File: config.mk
export PLATFORM = sky130hd
export DESIGN_NAME = product_acc
export DESIGN_NICKNAME = d
export VERILOG_FILES = /design/src/rtl/product_acc_pkg.sv /design/src/rtl/product_acc_add.sv /design/src/rtl/product_acc.sv
export SDC_FILE = /design/constraint.sdc
export NUM_CORES = 1
export LEC_CHECK = 0
export ABC_AREA = 1
export ABC_CLOCK_PERIOD_IN_PS = 2900
export CAP_MARGIN = 20
export CORE_MARGIN = 3
export CORE_UTILIZATION = 56
export DETAILED_ROUTE_END_ITERATION = 6
export GPL_ROUTABILITY_DRIVEN = 0
export PLACE_DENSITY_LB_ADDON = 0.05
export SLEW_MARGIN = 20
export SYNTH_ARGS = -nofsm -noshare
export SYNTH_HDL_FRONTEND = slang
export SYNTH_SLANG_ARGS = --single-unit
File: constraint.sdc
create_clock -name clk -period 2.9 [get_ports clk]
set_input_delay 0.58 -clock clk [delete_from_list [all_inputs] [get_ports clk]]
set_output_delay 0.58 -clock clk [all_outputs]
set_load 0.01 [all_outputs]
File: src/rtl/product_acc_pkg.sv
// Shared types and defaults for the product accumulator.
// Default widths and the burst length limit are used by product_acc and its adder.
package product_acc_pkg;

    typedef enum logic {
        S_ACC = 1'b0,
        S_OUT = 1'b1
    } state_e;

    localparam int unsigned PROD_W_D = 8;
    localparam int unsigned ACC_W_D  = 16;
    localparam int unsigned CNT_W_D  = 4;

    // Longest burst the term counter can describe.
    function automatic int unsigned max_terms(input int unsigned cnt_w);
        return (32'd1 << cnt_w) - 32'd1;
    endfunction

endpackage

File: src/rtl/product_acc_add.sv
// Accumulator adder: acc + zero-extended product with carry out.
// Saturates to all-ones on carry when PRODUCT_ACC_SAT_EN is defined, otherwise wraps.
module product_acc_add #(
    parameter int unsigned ACC_W = 16
) (
    input  logic [ACC_W-1:0] acc_i,
    input  logic [ACC_W-1:0] addend_i,
    output logic [ACC_W-1:0] sum_o,
    output logic             carry_o
);

    logic [ACC_W:0] full;

    assign full    = {1'b0, acc_i} + {1'b0, addend_i};
    assign carry_o = full[ACC_W];

`ifdef PRODUCT_ACC_SAT_EN
    assign sum_o = full[ACC_W] ? {ACC_W{1'b1}} : full[ACC_W-1:0];
`else
    assign sum_o = full[ACC_W-1:0];
`endif

endmodule

File: src/rtl/product_acc.sv
// Burst accumulator for the multiplier product stream; one result per burst.
// Build option PRODUCT_ACC_SAT_EN selects saturating accumulation (see product_acc_add).
module product_acc
    import product_acc_pkg::*;
#(
    parameter int unsigned PROD_W = PROD_W_D,
    parameter int unsigned ACC_W  = ACC_W_D,
    parameter int unsigned CNT_W  = CNT_W_D
) (
    input  logic              clk,
    input  logic              rst_n,
    input  logic              prod_valid_i,
    output logic              prod_ready_o,
    input  logic [PROD_W-1:0] prod_data_i,
    input  logic              prod_last_i,
    output logic              res_valid_o,
    input  logic              res_ready_i,
    output logic [ACC_W-1:0]  res_data_o,
    output logic [CNT_W-1:0]  res_count_o,
    output logic              res_ovf_o
);

    localparam logic [CNT_W-1:0] MaxCnt = CNT_W'(max_terms(CNT_W));

    state_e           state_q, state_d;
    logic [ACC_W-1:0] acc_q, acc_d, sum;
    logic [CNT_W-1:0] cnt_q, cnt_d, cnt_inc;
    logic             ovf_q, ovf_d, carry;
    logic             ready_q;
    logic             accept;
    logic             res_hs;

    assign accept  = prod_valid_i && ready_q;
    assign res_hs  = (state_q == S_OUT) && res_ready_i;
    assign cnt_inc = cnt_q + 1'b1;

    product_acc_add #(
        .ACC_W(ACC_W)
    ) u_add (
        .acc_i   (acc_q),
        .addend_i(ACC_W'(prod_data_i)),
        .sum_o   (sum),
        .carry_o (carry)
    );

    always_ff @(posedge clk or negedge rst_n) begin
        if (!rst_n) begin
            state_q <= S_ACC;
        end else begin
            state_q <= state_d;
        end
    end

    always_comb begin
        state_d = state_q;
        unique case (state_q)
            S_ACC: if (accept && (prod_last_i || cnt_inc == MaxCnt)) state_d = S_OUT;
            S_OUT: if (res_ready_i) state_d = S_ACC;
            default: state_d = S_ACC;
        endcase
    end

    always_comb begin
        acc_d = acc_q;
        cnt_d = cnt_q;
        ovf_d = ovf_q;
        if (accept) begin
            acc_d = sum;
            cnt_d = cnt_inc;
            ovf_d = ovf_q | carry;
        end else if (res_hs) begin
            acc_d = '0;
            cnt_d = '0;
            ovf_d = 1'b0;
        end
    end

    // Ready is registered from the next state so it stays low through reset and
    // carries no combinational path from res_ready_i.
    always_ff @(posedge clk or negedge rst_n) begin
        if (!rst_n) begin
            acc_q   <= '0;
            cnt_q   <= '0;
            ovf_q   <= 1'b0;
            ready_q <= 1'b0;
        end else begin
            acc_q   <= acc_d;
            cnt_q   <= cnt_d;
            ovf_q   <= ovf_d;
            ready_q <= (state_d == S_ACC);
        end
    end

    always_comb begin
        prod_ready_o = ready_q;
        res_valid_o  = (state_q == S_OUT);
        res_data_o   = res_valid_o ? acc_q : '0;
        res_count_o  = res_valid_o ? cnt_q : '0;
        res_ovf_o    = res_valid_o && ovf_q;
    end

endmodule

# After elaboration in Yosys (flattened, before gate mapping)
# Cells that the tools add are included.
# W data, S select, Z words.
# word_totals
ff_bits	23
in_bits	13
elab_cells	28
output_inout_bits	23
# classes
mux	11
eq_ne	1
bitwise_logic	3
add_sub_neg	2
n_reduce_logical	6
# op_table
op	n
$mux W16	3
$add A16 B8 Y17	1
$mux W4	3
$add A4 B1 Y4 const B	1
$eq A4 B4 Y1 const B	1
$logic_and A1 B1 Y1	4
$mux W1	4
$not A1 Y1	2
$pmux W1 S2	1
$reduce_bool A2 Y1	1
$logic_or A1 B1 Y1	1
$or A1 B1 Y1	1

# Depth between registers and ports, before layout
# logic_depth
word_depth	7
ltp_mapped	12

# By module
# From an unflattened synthesis, not the netlist that was laid out.
# unflattened
cells_unflattened	342
area_unflattened_um2	2149.6
# by_module_without_submodules
mod	cells_each	instances	area_each_um2	seq_area_each_um2
product_acc	157	1	1169.9	575.6
product_acc_add	185	1	979.7	0.0

# Worst setup path after synthesis
# No wires, ideal clock.
# synth_path
kind	input port to flip-flop
start	input prod_data_i[0]
end	register acc_q[12]
setup_ns	0.062
setup_slack_ns	1.062
t_arrival_ns	1.776
required_ns	2.838
stages	12
cell_sequence	ha_1 -> inv_1 -> fa_1 -> inv_1 -> nand3_1 -> nand3_2 -> nand2_1 -> nand2_1 -> nand3_1 -> nand2_1 -> nand2_1 -> inv_1
# synth_between
elab_chain_cells	2
# synth_rtl
item	line	source
from (decl)	product_acc.sv:14	input logic [PROD_W-1:0] prod_data_i,
$add A16 B8 Y17	product_acc_add.sv:14	assign full = {1'b0, acc_i} + {1'b0, addend_i};
$mux W16	product_acc.sv:67	if (accept) begin
to (signal assigned)	product_acc.sv:82	acc_q <= '0;
to (signal assigned)	product_acc.sv:87	acc_q <= acc_d;
to (decl)	product_acc.sv:26	logic [ACC_W-1:0] acc_q, acc_d, sum;
# No other way between the ends.
# A chain may end at the register's enable or synchronous reset.

# Worst setup path after layout
# layout_path
start	register state_q, in the netlist res_valid_o
end	output res_data_o[0]
# layout_between
elab_chain_cells	1
# layout_rtl
item	line	source
from (decl)	product_acc.sv:25	state_e state_q, state_d;
from (signal assigned)	product_acc.sv:50	state_q <= state_d;
$mux W16	product_acc.sv:97	res_data_o = res_valid_o ? acc_q : '0;
to (decl)	product_acc.sv:18	output logic [ACC_W-1:0] res_data_o,
# No other way between the ends.

==> flow_metrics.tcl <==
set metrics [dict create \
    drv_cap 0 \
    setup_viol 0 \
    arrival_ns 1.92 \
    post_cts_resized 0 \
    initial_core_util 0.619 \
    rsz0062_at_grt "false" \
    cts_made_buffers 3 \
    fin_cells 356 \
    cts.sinks 23 \
    grt_pass1_vias 1614 \
    drcViolationCount 0 \
    slowest_delay_ns 0.87 \
    hold_path_class "reg -> reg" \
    firstDrtPassIters 4 \
    htree_levels 1 \
    drive_gt1_frac 0.0701 \
    slew_violations 0 \
    syn_area_um2 1790 \
    drt_iter0_drc 101 \
    tns_ns 0 \
    cts_root_buf "clkbuf_4" \
    syn2layout_area_growth_pct 23.2 \
    worst-setup-path-type "reg -> out" \
    synthCells 279 \
    tightestPinTransition_ns 0.775 \
    ys_seq_area_frac 0.321 \
    postRouteAntennaNets 0 \
    fin_crit_sh 0.862 \
    cp_cell_sequence "nand2_1 > inv_1 > clkdlybuf4s50_1" \
    crit_fanout 24 \
    dp.cells 352 \
    worst_ep_required_time_ns 2.32 \
    wl_per_cell_um 11.0 \
    track_usage 0.214 \
    whs_ns 0.525 \
    fmax_mhz 400 \
    grt_start_max_net_pins 25 \
    path_buf_inv 2 \
    end_kind "primary output" \
    status "complete, no violations" \
    die_x_um 62.6 \
    cp_slowest_cell "dfrtp_1" \
    vias_per_cell 4.92 \
    tritoncts "yes" \
    hpwlAfterDp_um 2950 \
    clockBufferDepth 2 \
    nFillCells 266 \
    hold_viol_final 0 \
    cts_hold_buf 0 \
    rows 19 \
    final.min_clock_period_ns 2.50 \
    num_vias 1751 \
    postCtsSetupBuffers 0 \
    syn_avg_cell_area_um2 6.43 \
    startpoint_type "register" \
    synth_seq_cells 23 \
    ir_drop_v 0.000508 \
    wirelength_um 3910 \
    p_per_area_nw_per_um2 759 \
    die_y_um 62.6 \
    numPortBuffers 35 \
    grt_pass1_wl_um 6950 \
    path_clk_slew_ns 0.13 \
    coreArea_um2 2900 \
    finClkSkew_ns 0.00179 \
    pin_count 36 \
    n_antenna_cell 0 \
    grt-ovfl-total 0 \
    clk_latency_ns 0.31 \
    synth_nets 303 \
    relSlewSlack 0.484 \
    synth_warnings 0 \
    p_leak_nw 1.32 \
    die-area_um2 3920 \
    antenna_found_initial 0 \
    nets 339 \
    crit_family "flip-flops" \
    synth.distinct_cells 27 \
]
-- placed cells by master (no fill, tap or decap), types with 3 or more instances in the layout --
| cell | count |
|---|---|
| buf_4 | 3 |
| clkbuf_4 | 3 |
| clkdlybuf4s50_1 | 35 |
| dfrtp_1 | 23 |
| ha_1 | 10 |
| inv_1 | 53 |
| nand2_1 | 111 |
| nand3_1 | 28 |
| nand3_2 | 4 |
| nor2_1 | 11 |
| nor2_2 | 3 |
| o21ai_0 | 4 |
| o21ai_1 | 5 |
-- cell type report --
class / count / area (um^2) / area share
multi-input combinational: 194 / 975 / 0.441
sequential: 23 / 576 / 0.260
timing repair buffer: 38 / 373 / 0.169
inverter: 55 / 206 / 0.0934
tap: 42 / 52.6 / 0.0238
clock buffer: 3 / 22.5 / 0.0102
clock inverter: 1 / 5.00 / 0.00227
-- sequential cells by signal (all words and copies together) (netlist names) --
name          count
prod_ready_o      1
res_valid_o       1
cnt_q             4
acc_q            16
ovf_q             1
-- per-layer routing --
layer | track usage | wire [um]
met5 | 0 | 0
met1 | 0.281 | 1820
met2 | 0.373 | 1840
met3 | 0.0288 | 219
met4 | 0.0496 | 34
-- worst min-delay path, stage by stage (launching register included) --
cell and delay, ns:
dfrtp_1 0.38, nand2_1 0.06, o21ai_1 0.06
-- report_power, final --
part           total [W]  internal [W]  switching (W)
combinational   0.000944      0.000410       0.000534
sequential      0.000580      0.000423       0.000156
clock           0.000154     0.0000516       0.000102
-- stage by stage --
step / total power [W] / setup slack [ns] / utilization / cell area (um^2)
after floorplan: 0.00121 / 1.06 / - / 1790
after CTS: 0.00168 / 0.392 / 0.762 / 2210
after global placement: 0.00151 / 0.493 / 0.752 / 2180
after detailed placement: 0.00153 / 0.406 / 0.752 / 2180
after global routing: 0.00185 / 0.274 / 0.762 / 2210
final: 0.00168 / 0.400 / 0.762 / 2210
-- path summary, 6_finish.rpt --
kind,start,endpoint,slack (ns),depth (start not counted)
max in group asynchronous,rst_n,acc_q[7],2.06,2
min reg2reg,ovf_q,ovf_q,0.53,2
min in group asynchronous,rst_n,cnt_q[2],0.61,2
max,res_valid_o,res_data_o[0],0.40,3
max reg2reg,acc_q[0],acc_q[12],1.06,12
min,ovf_q,ovf_q,0.53,2
-- logic make-up after synthesis --
| family | share of synthesized area |
|---|---|
| and+or+nand+nor | 0.399 |
| buffers and inverters | 0.136 |
| DFF | 0.321 |
| AOI/OAI and AO/OA | 0.0488 |
| adders and majority gates | 0.0809 |
| xor gates and xnor gates | 0.0146 |
-- synth_stat cells --
cell type,number,area (um^2)
o21ai_0,4,20.0
a21oi_1,1,5.00
buf_2,3,15.0
xnor2_1,2,17.5
nand4_1,2,12.5
nand2_2,2,12.5
ha_1,10,125
o22ai_1,2,12.5
nand3_2,4,40.0
nand2_1,111,417
nor2_2,3,18.8
or2_1,1,6.26
nor2_1,11,41.3
xor2_1,1,8.76
buf_6,1,11.3
o21ai_1,5,25.0
nand3b_1,1,7.51
clkbuf_1,3,11.3
a21o_1,1,7.51
fa_1,1,20.0
inv_1,53,199
dfrtp_1,23,576
nand3_1,28,140
a21oi_2,1,8.76
inv_2,2,7.51
a31o_2,1,8.76
nor3_2,2,20.0
No activity file was read; power rests on OpenSTA's default activity.
